**config.mk**
```make
export PLATFORM = sky130hd
export DESIGN_NAME = imem_boot_loader
export DESIGN_NICKNAME = d
export VERILOG_FILES = /design/src/rtl/imem_boot_loader.sv
export SDC_FILE = /design/constraint.sdc
export NUM_CORES = 1
export LEC_CHECK = 0
export BUFFER_PORTS_ARGS = -buffer_cell sky130_fd_sc_hd__buf_2
export CORE_MARGIN = 3
export CORE_UTILIZATION = 28
export CTS_BUF_LIST = sky130_fd_sc_hd__clkbuf_4
export DETAILED_ROUTE_END_ITERATION = 8
export GPL_ROUTABILITY_DRIVEN = 0
export PLACE_DENSITY = 0.41
export SLEW_MARGIN = 20
export SYNTH_ARGS = -nofsm -noshare
export SYNTH_HDL_FRONTEND = slang
export SYNTH_SLANG_ARGS = --single-unit
```
**constraint.sdc**
```tcl
create_clock -name clk -period 2.3 [get_ports clk]
set_input_delay 0.115 -clock clk [delete_from_list [all_inputs] [get_ports clk]]
set_output_delay 0.115 -clock clk [all_outputs]
set_load 0.01 [all_outputs]
```
**src/rtl/imem_boot_loader.sv**
```systemverilog
// imem_boot_loader
//   Boot-time loader for the fetch-stage instruction memory. Consumes a byte
//   stream laid out as: 32-bit word count, that many program words, and a
//   32-bit XOR checksum. All fields are little-endian. Each program word is
//   written to consecutive byte addresses starting at BASE_ADDR. The loader
//   then either releases the PC (loader_done) or rejects the image
//   (loader_err).
//
// Ports
//   clk           rising-edge clock
//   rst           synchronous active-high reset
//   rx_data[7:0]  stream byte
//   rx_valid      rx_data valid
//   rx_ready      loader accepts a byte this cycle
//   imem_we       one-cycle write strobe per assembled word
//   imem_waddr    write byte address (held between writes)
//   imem_wdata    write data (held between writes)
//   loader_done   image written and checksum matched (sticky)
//   loader_err    header out of range or checksum mismatch (sticky)
//   words_loaded  number of words written so far
module imem_boot_loader #(
  parameter int unsigned IMEM_DEPTH = 1024,
  parameter logic [31:0] BASE_ADDR  = 32'h0000_0000
) (
  input  logic        clk,
  input  logic        rst,
  input  logic [7:0]  rx_data,
  input  logic        rx_valid,
  output logic        rx_ready,
  output logic        imem_we,
  output logic [31:0] imem_waddr,
  output logic [31:0] imem_wdata,
  output logic        loader_done,
  output logic        loader_err,
  output logic [15:0] words_loaded
);

  typedef enum logic [2:0] {
    S_HDR,
    S_DATA,
    S_CSUM,
    S_DONE,
    S_ERR
  } state_t;

  state_t      r_state;
  state_t      w_next;

  logic [1:0]  r_byte_cnt;
  logic [23:0] r_asm;        // first three bytes of the word in flight
  logic [31:0] r_word_count;
  logic [31:0] r_csum;
  logic        r_we;
  logic [31:0] r_waddr;
  logic [31:0] r_wdata;
  logic [15:0] r_words;

  logic        w_hs;
  logic        w_word_end;
  logic [31:0] w_word;
  logic        w_hdr_bad;
  logic        w_last_word;

  assign w_hs       = rx_valid && rx_ready;
  assign w_word_end = w_hs && (r_byte_cnt == 2'd3);
  // The 4th byte completes the word combinationally, so the header check,
  // the write and the checksum compare all act on the handshake edge.
  assign w_word     = {rx_data, r_asm};
  assign w_hdr_bad  = (w_word == 32'd0) || (w_word > 32'(IMEM_DEPTH));
  // r_words still counts words before this one, hence the +1.
  assign w_last_word = (({16'd0, r_words} + 32'd1) == r_word_count);

  // State register
  always_ff @(posedge clk) begin
    if (rst) r_state <= S_HDR;
    else     r_state <= w_next;
  end

  // Next-state logic
  always_comb begin
    w_next = r_state;
    case (r_state)
      S_HDR:  if (w_word_end) w_next = w_hdr_bad ? S_ERR : S_DATA;
      S_DATA: if (w_word_end && w_last_word) w_next = S_CSUM;
      S_CSUM: if (w_word_end) w_next = (w_word == r_csum) ? S_DONE : S_ERR;
      default: w_next = r_state;
    endcase
  end

  // Outputs decoded from state; rx_ready is also gated by rst so that no
  // byte is consumed while reset is held.
  always_comb begin
    rx_ready    = 1'b0;
    loader_done = 1'b0;
    loader_err  = 1'b0;
    case (r_state)
      S_HDR, S_DATA, S_CSUM: rx_ready = !rst;
      S_DONE:                loader_done = 1'b1;
      S_ERR:                 loader_err  = 1'b1;
      default:               rx_ready    = 1'b0;
    endcase
  end

  // Byte assembly, word writes and running checksum
  always_ff @(posedge clk) begin
    if (rst) begin
      r_byte_cnt   <= 2'd0;
      r_asm        <= 24'd0;
      r_word_count <= 32'd0;
      r_csum       <= 32'd0;
      r_we         <= 1'b0;
      r_waddr      <= BASE_ADDR;
      r_wdata      <= 32'd0;
      r_words      <= 16'd0;
    end else begin
      r_we <= w_word_end && (r_state == S_DATA);
      if (w_hs) begin
        r_byte_cnt <= r_byte_cnt + 2'd1;
        case (r_byte_cnt)
          2'd0:    r_asm[7:0]   <= rx_data;
          2'd1:    r_asm[15:8]  <= rx_data;
          2'd2:    r_asm[23:16] <= rx_data;
          default: r_asm        <= r_asm;
        endcase
      end
      if (w_word_end) begin
        case (r_state)
          S_HDR: r_word_count <= w_word;
          S_DATA: begin
            r_wdata <= w_word;
            r_waddr <= BASE_ADDR + {14'd0, r_words, 2'b00};
            r_words <= r_words + 16'd1;
            r_csum  <= r_csum ^ w_word;
          end
          default: r_csum <= r_csum;
        endcase
      end
    end
  end

  assign imem_we      = r_we;
  assign imem_waddr   = r_waddr;
  assign imem_wdata   = r_wdata;
  assign words_loaded = r_words;

endmodule

```
==> summary.txt <==
Logic synthesis
  – Post-synth top cells: nand2_1 (204), dfxtp_1 (158), a21oi_1 (111)
  – Top cells by area, synth: dfxtp_1 (46%), nand2_1 (11%), a21oi_1 (8.0%)
  – Main flop type after synthesis: dfxtp_1
  – Top-count cell post-synth: nand2_1
  – Post-synth EDFFs: 0
  – Largest area contributor in the netlist: dfxtp_1
  – Synthesis-stage register bit count: 158
  – Syn Area/Cell: 8.14 sq um
  – Synthesis Warnings: 0
  – Synth top area share: 45.8%
  – Asr flop ratio synth: 0%
  – Syn Inst Count: 848
  – Yosys cell types: 49
  – Post-Synthesis Cell Area: 6910 sq um
  – Sequential element share of the synthesized area: 45.8%

GRT
  – Grt total ovfl: 0
  – GRT Overall Usage: 15.1%
  – First-pass GRT wire length: 31.6 mm
  – Initial antenna violation count: 1
  – Largest net degree at the start of global routing: 151
  – Vias in the first global route: 5601

Timing
  – Tmin final: 2120 ps
  – RSZ-0062 raised after global routing: no
  – Max Slew Vio Count: 0
  – Worst slew margin: 41.3%
  – Final Hold Viols: 0
  – Layout Skew: 22.2 ps
  – Final-report setup violation count: 0
  – Worst-Margin Slew: 881 ps
  – Max Clk Rate: 472 MHz
  – Setup TNS: 0 ps
  – Share of the clock period used by the worst path: 92.1%

Floorplanning
  – Initial Util: 29.0%
  – Core area: 23800 sq um
  – Site Rows: 56
  – Ports: 95
  – Die width: 163 um
  – Die footprint: 26600 sq um
  – Die Y: 163 um

Critical path
  – Setup crit start kind: flip-flop
  – Crit. Startpoint: r_word_count[20]
  – CP endpoint kind: flip-flop
  – RR Startpoint: r_word_count[20]
  – Critical path type: flip-flop to flip-flop
  – Critical path arrival: 2550 ps
  – Worst endpoint required time: 2730 ps
  – CP max FO: 2

Clock network
  – CTS root buf: clkbuf_4
  – H-tree Lvls: 4
  – Post-CTS Setup Inserts: 0
  – Max Root-Sink Buffers: 2
  – CTS tree: done
  – Clk_lat worst skew: 550 ps
  – Clock-pin slew on the worst setup and hold paths: 140 ps
  – Num CTS Buffers: 17
  – Clock Sinks: 158

Drt
  – Post-route ant nets: 0
  – Vias/cell: 4.52
  – Detailed Route Iter0 Violations: 350
  – Remaining DRCs: 0
  – TritonRoute pass-1 iters: 4
  – Final wirelength: 19.6 mm
  – Wire per inst: 15.4 um
  – DR vias: 5763

Pwr
  – Power per cell area: 603 nW/um^2
  – IR drop worst, VDD: 0.000330 V
  – P_leak: 3.11 nW

Outcome
  – Status: complete, no violations

Hold path
  – Hold Path Origin: rx_valid
  – Worst hold path type: input pin to flip-flop

Layout
  – Fill cell count: 2574
  – Finished Cell Area: 8220 sq um
  – Layout net count: 959
  – Final Non-Filler Cells: 1276
  – Share of cells above drive strength 1: 18.6%
  – Area delta synth->final: 19.1%

Run
  – Max cap viols: 0

Placement
  – Placed insts: 1234
  – DP Area: 7790 sq um
  – Number of port buffers: 78
  – HPWL after DPL: 13.7 mm
-- what timing repair did --
action                                  CTS  global route
endpoints found under the setup margin    0             2
gates resized for setup                   0             2
endpoints found under the hold margin    40             0
hold buffers                              9             0
-- metal layers --
| metal | GRT usage, % | routed length, um | vias up |
|---|---|---|---|
| met3 | 3.14 | 603 | 11 |
| met2 | 24.5 | 9050 | 86 |
| met1 | 21.0 | 9800 | 2703 |
| met4 | 2.92 | 153 | 0 |
| met5 | 0 | 0 | - |
| li1 | - | - | 2963 |
-- cell usage in the layout (no fill, tap or decap), types with 3 or more instances in the layout --
cell | Yosys | routed
buf_12 | 0 | 3
nor3_1 | 12 | 11
xor2_1 | 54 | 54
a21oi_1 | 111 | 111
bufinv_16 | 0 | 4
o21a_1 | 3 | 3
nand3_1 | 31 | 31
nor3_2 | 2 | 3
nand2_1 | 204 | 204
buf_4 | 18 | 50
nor4_1 | 18 | 17
xnor2_1 | 48 | 48
dlygate4sd3_1 | 0 | 9
conb_1 | 1 | 16
dfxtp_1 | 158 | 157
inv_1 | 6 | 6
nor2_1 | 57 | 57
nor3b_1 | 3 | 3
o21ai_0 | 4 | 4
nand4_1 | 14 | 14
a211oi_1 | 6 | 6
clkbuf_4 | 0 | 22
ha_1 | 5 | 5
buf_2 | 19 | 77
-- path summary, 6_finish.rpt --
path / endpoint / slack (ps) / depth (start not counted)
worst max-delay path: r_state[0] / 180 / 8
worst min-delay path: r_state[0] / 180 / 5
worst max register to register: r_state[0] / 180 / 8
worst min register to register: imem_waddr[9] / 460 / 2
-- registers in the layout, summed over array words and instances (netlist names) --
| register | count |
|---|---|
| r_csum | 32 |
| imem_wdata | 32 |
| imem_waddr | 16 |
| r_word_count | 32 |
| r_asm | 24 |
| r_byte_cnt | 2 |
| r_state | 3 |
| words_loaded | 16 |
| imem_we | 1 |
-- layout make-up --
type | count | area, sq um | area share [%]
clock buffers | 22 | 165 | 2.01
inverters | 7 | 26.3 | 0.320
clock inverters | 10 | 163 | 1.98
well taps | 319 | 399 | 4.85
flip-flops and latches | 158 | 3160 | 38.5
diodes | 1 | 2.50 | 0.0304
multi-input cells | 620 | 3390 | 41.3
repair buffers | 139 | 911 | 11.1
-- worst max-delay path: stages, from the launching register on --
cell and delay [ps]:
dfxtp_1 340, nor4_1 510, buf_4 210, nand4_1 100, nor3_2 160, o2111ai_1 170
nor4_2 220, a31o_1 210, a31oi_1 70
-- cell families (layout without fill, tap and decap cells) --
group	after synthesis	count (layout)	synth area share, %
AND/OR/NAND/NOR	361	361	23.5
buffers and inverters	85	178	6.05
AO/OA/AOI/OAI	136	136	10.8
XOR/XNOR	102	102	12.9
other	1	17	0.0543
flip-flops	158	158	45.8
adder cells (fa/ha/maj)	5	5	0.906
-- where the power goes --
| part | switching [W] | internal, W | leakage [nW] |
|---|---|---|---|
| Sequential | 0.0000212 | 0.00275 | 1.27 |
| Clock | 0.000996 | 0.000926 | 0.175 |
| Combinational | 0.000172 | 0.0000897 | 1.67 |
| Total | 0.00119 | 0.00377 | 3.11 |
-- stage by stage --
| step | utilization [%] | hold slack, ps | worst slack [ps] | total power [W] |
|---|---|---|---|---|
| finish | 34.5 | 177 | 183 | 0.00496 |
| global route | 34.5 | 187 | 3.27 | 0.00519 |
| CTS | 34.5 | 121 | 122 | 0.00504 |
| detailed placement | 32.7 | 406 | 145 | 0.00309 |
| global placement | 32.7 | 406 | 244 | 0.00309 |
| floorplan | - | 419 | 206 | 0.00301 |
Power figures use the tool's default switching activity.
